===== src/rtl/rf_writeback.sv =====
// RV32I register file with write-back source select and load extraction.
// Zero-latency reads with same-cycle write-through bypass.
module rf_writeback #(
  parameter int DATA_W  = 32,
  parameter int REG_NUM = 32
) (
  input  logic              clk,
  input  logic              rst,
  input  logic              rf_we,
  input  logic [1:0]        wb_sel,
  input  logic [2:0]        ld_type,
  input  logic [1:0]        ld_off,
  input  logic [DATA_W-1:0] alu_c,
  input  logic [DATA_W-1:0] dram_rd,
  input  logic [DATA_W-1:0] pc4,
  input  logic [DATA_W-1:0] ext,
  input  logic [4:0]        wR,
  input  logic [4:0]        rR1,
  input  logic [4:0]        rR2,
  output logic [DATA_W-1:0] rD1,
  output logic [DATA_W-1:0] rD2,
  output logic [DATA_W-1:0] wD,
  output logic [31:0]       wb_cnt
);

  localparam logic [1:0] WB_ALU = 2'b00;
  localparam logic [1:0] WB_MEM = 2'b01;
  localparam logic [1:0] WB_PC4 = 2'b10;
  localparam logic [1:0] WB_IMM = 2'b11;

  localparam logic [2:0] LD_B  = 3'b000;
  localparam logic [2:0] LD_H  = 3'b001;
  localparam logic [2:0] LD_W  = 3'b010;
  localparam logic [2:0] LD_BU = 3'b100;
  localparam logic [2:0] LD_HU = 3'b101;

  logic [DATA_W-1:0] rf_q [REG_NUM];
  logic [DATA_W-1:0] rf_d;
  logic [31:0]       cnt_q;
  logic [31:0]       cnt_d;

  logic [7:0]        ld_byte;
  logic [15:0]       ld_half;
  logic [DATA_W-1:0] ld_data;
  logic              wr_go;

  always_comb begin
    ld_byte = dram_rd[7:0];
    case (ld_off)
      2'd0:    ld_byte = dram_rd[7:0];
      2'd1:    ld_byte = dram_rd[15:8];
      2'd2:    ld_byte = dram_rd[23:16];
      default: ld_byte = dram_rd[31:24];
    endcase
  end

  // ld_off[0] is ignored for halfwords
  assign ld_half = ld_off[1] ? dram_rd[31:16]
                             : dram_rd[15:0];

  always_comb begin
    ld_data = dram_rd;
    case (ld_type)
      LD_B:  ld_data = {{(DATA_W-8){ld_byte[7]}}, ld_byte};
      LD_BU: ld_data = {{(DATA_W-8){1'b0}}, ld_byte};
      LD_H:  ld_data = {{(DATA_W-16){ld_half[15]}}, ld_half};
      LD_HU: ld_data = {{(DATA_W-16){1'b0}}, ld_half};
      LD_W:  ld_data = dram_rd;
      default: ld_data = dram_rd;
    endcase
  end

  always_comb begin
    wD = alu_c;
    case (wb_sel)
      WB_ALU: wD = alu_c;
      WB_MEM: wD = ld_data;
      WB_PC4: wD = pc4;
      WB_IMM: wD = ext;
      default: wD = alu_c;
    endcase
  end

  assign wr_go = rf_we && (wR != 5'd0);
  assign rf_d  = wD;
  assign cnt_d = cnt_q + 32'd1;

  always_ff @(posedge clk or posedge rst) begin
    if (rst) begin
      for (int i = 0; i < REG_NUM; i++) begin
        rf_q[i] <= '0;
      end
      cnt_q <= '0;
    end else if (wr_go) begin
      rf_q[wR] <= rf_d;
      cnt_q    <= cnt_d;
    end
  end

  // Reset forces both ports to zero, overriding the bypass
  always_comb begin
    rD1 = '0;
    if (!rst && rR1 != 5'd0) begin
      if (rf_we && wR == rR1) rD1 = wD;
      else                    rD1 = rf_q[rR1];
    end
  end

  always_comb begin
    rD2 = '0;
    if (!rst && rR2 != 5'd0) begin
      if (rf_we && wR == rR2) rD2 = wD;
      else                    rD2 = rf_q[rR2];
    end
  end

  assign wb_cnt = cnt_q;

endmodule


===== config.mk =====
export PLATFORM = sky130hd
export DESIGN_NAME = rf_writeback
export DESIGN_NICKNAME = d
export VERILOG_FILES = /design/src/rtl/rf_writeback.sv
export SDC_FILE = /design/constraint.sdc
export NUM_CORES = 2
export LEC_CHECK = 0
export ABC_AREA = 1
export CORE_UTILIZATION = 45
export DETAILED_ROUTE_END_ITERATION = 8
export GPL_TIMING_DRIVEN = 1
export PLACE_DENSITY = 0.71
export RECOVER_POWER = 100
export REMOVE_ABC_BUFFERS = 1
export SYNTH_ARGS = -nofsm -noshare
export SYNTH_HDL_FRONTEND = slang
export SYNTH_SLANG_ARGS = --single-unit

===== constraint.sdc =====
create_clock -name clk -period 100.6 [get_ports clk]
set_input_delay 30.18 -clock clk [delete_from_list [all_inputs] [get_ports clk]]
set_output_delay 30.18 -clock clk [all_outputs]
set_load 0.1 [all_outputs]

==> summary.txt <==
Status
  • Status: finished, violations left
  • Failing checks: capacitance limit, slew limit

Global route
  • Gr busiest metal: met2
  • GRT Residual Overflow: 0
  • Initial antenna violation count: 7
  • Global Route met2 Usage: 53.1%
  • First-pass GRT wire length: 368 mm
  • Largest net degree at the start of global routing: 225
  • Met3 usage: 7.80%
  • M1 GR Usage: 45.7%
  • Vias in the first global route: 59000
  • GRT Resource Usage Total: 35.4%

Timing
  • Setup-failing EPs final: 0
  • Max Slew Vio Count: 1958
  • Clock Skews: 0.00944 ns
  • Unrepaired setup endpoints after global routing: false
  • Final Critical Period: 70.47 ns
  • Setup_tns: 0 ns
  • Slew HR: -531%
  • Fin. Hold Viols: 0
  • Final cycle utilization of the critical path: 70.1%
  • Max Clock Freq: 14.2 MHz
  • Tightest Pin Transition: 9.47 ns

Layout
  • Syn-to-layout area delta: 10.2%
  • Share of cells above drive strength 1: 4.17%
  • Nets: 8753
  • Commonest non-fill, non-tap cell in the layout: nand2_1
  • Most frequent cells in the layout: 3478 x nand2_1, 1893 x nand3_1, 1056 x dfrtp_1, 1013 x o21ai_0, 264 x nor2_1

Critical path
  • Crit end category: primary output
  • Worst Path Required: 70.42 ns
  • Startpoint types: primary input
  • Critical path class: primary input to primary output
  • Worst Path Arrival: 40.29 ns
  • Worst-path fanout max: 93
  • Crit path from: rst
  • FF-to-FF Start: wb_cnt[3]$_DFFE_PP0P_

Floorplan
  • Boundary Pins: 281
  • Die H: 369 µm
  • Num rows: 134
  • Chip width: 369 µm
  • Die Area: 0.136 mm²
  • Core box area: 0.133 mm²
  • Starting density of the core: 45.3%

CTS
  • Worst-skew pair later-pin latency: 0.75 ns
  • Total CTS buffers: 112
  • CTS Buffer Depth: 3
  • Post_cts resized: 0
  • Depth of the CTS H-tree: 3
  • CTS Hold Buffers Added: 0
  • CTS tree: built
  • Root Buffer: clkbuf_16
  • Clock transition at path regs: 0.06 ns
  • Sink Count: 1056
  • Setup Fix Bufs, Post-CTS: 0

Route
  • Violation count after the first detailed-routing iteration: 9683
  • Number of remaining DRC errors: 0
  • First-pass detailed-route iteration total: 7
  • Post-route ant nets: 0
  • Drt total wl: 246 mm
  • Vias post-DR: 63800
  • Avg WL per Cell: 23.5 µm
  • Vias/cell: 6.10

Pwr
  • PwrDens: 19.9 mW/mm²
  • Static leakage: 30.7 nW
  • Final total power: 1.33 mW
  • Peak supply drop: 0.0233 mV

Min path
  • Hold Startpoint: rf_q[1022]$_DFFE_PP0P_
  • Hold Path Class: register to register

Synth
  • Syn_area_per_cell: 6.81 µm²
  • Synthesized flop and latch total: 1056
  • Sequential cell area fraction in the yosys report: 43.7%
  • Post-synth EDFFs: 0
  • Post-Syn Instances: 8891
  • Yosys warnings: 0
  • Count of different cell masters after synthesis: 36
  • Top FF cell, synth: dfrtp_1
  • Post-synth ARST share: 100%
  • Post-synthesis cell area: 0.0605 mm²

Placed design
  • Post-DP HPWL: 128 mm
  • Placer Congestion: 0.883
  • Buffers added on ports: 280

Flow run
  • Max_cap viols: 34
state kept, by name (all words and copies together) (netlist names):
name,count
rf_q,1024
wb_cnt,32
worst max-delay path: stages:
cell           delay [ns]
dlygate4sd3_1        0.55
clkinvlp_2           2.29
clkbuf_1             1.79
clkbuf_1             2.15
nand2_1              0.58
inv_2                0.37
buf_4                0.48
nand2_1              0.11
nor2_1               0.37
dlygate4sd3_1        1.29
path summary, 6_finish.rpt:
| path | slack, ns | cells after the start | end |
|---|---|---|---|
| setup / recovery | 30.13 | 10 | rD1[24] |
| hold / removal | 0.38 | 0 | rf_q[1022]$_DFFE_PP0P_ |
| setup reg to reg | 98.47 | 7 | wb_cnt[25]$_DFFE_PP0P_ |
| hold reg to reg | 0.38 | 0 | rf_q[1022]$_DFFE_PP0P_ |
| max in group asynchronous | 53.69 | 5 | rf_q[786]$_DFFE_PP0P_ |
| min in group asynchronous | 31.09 | 2 | rf_q[841]$_DFFE_PP0P_ |
cell usage after synthesis, types with 10 or more instances:
master,count,area share [%]
nand2_1,3463,21
nand3_1,1892,16
dfrtp_1,1056,44
o21ai_0,932,7.7
clkbuf_1,459,2.8
nor2_1,264,1.6
buf_2,233,1.9
inv_1,136,0.84
o21ai_1,114,0.94
buf_1,58,0.36
a21oi_1,51,0.42
inv_2,39,0.24
nand2_2,29,0.30
clkbuf_2,26,0.22
or2_2,26,0.27
xor2_1,22,0.32
nor3_1,17,0.14
nand4_1,11,0.11
buf_4,10,0.12
metrics by stage:
step	instance area (µm²)	cells	hold slack, ns	util [%]	setup WS [ns]
CTS	66900	10500	0.380	50.1	35.06
global route	66700	10500	0.388	50.0	28.75
floorplan	57200	8101	0.354	-	12.67
global placement	63200	10300	0.368	47.4	35.08
finish	66700	10500	0.381	50.0	30.13
detailed placement	63200	10300	0.366	47.4	35.07
area by class of cell:
class | count | area [µm²]
Antenna cell | 1 | 2.50
Clock buffer | 169 | 3340
Clock inverter | 32 | 337
Fill cell | 13100 | 66800
Inverter | 179 | 721
Multi-Input combinational cell | 6866 | 30000
Sequential cell | 1056 | 26400
Tap cell | 1768 | 2210
Timing Repair Buffer | 384 | 3590
power by group:
group	total [mW]	switching (mW)	internal [mW]	leakage, nW
clock network	0.424	0.183	0.240	1.82
registers	0.582	0.0700	0.512	13.6
logic	0.322	0.221	0.102	15.2
total	1.33	0.474	0.854	30.7
cells by family (layout without fill, tap and decap cells):
logic type                 after synthesis  in the layout  share of synthesized area (%)
AOI/OAI and AO/OA                     1107           1107                           9.21
xor gates and xnor gates                31             31                          0.449
adders and majority gates                1              1                         0.0207
and+or+nand+nor                       5727           5727                           40.0
buffers and inverters                  969            764                           6.66
DFF                                   1056           1056                           43.7
other                                    0              1                              0
metal layers:
metal,up-vias,share of wire (%)
li1,28400,-
met1,29700,37
met2,4637,43
met3,1017,13
met4,10,7.2
met5,-,0.026
No activity file was read; power rests on OpenSTA's default activity.
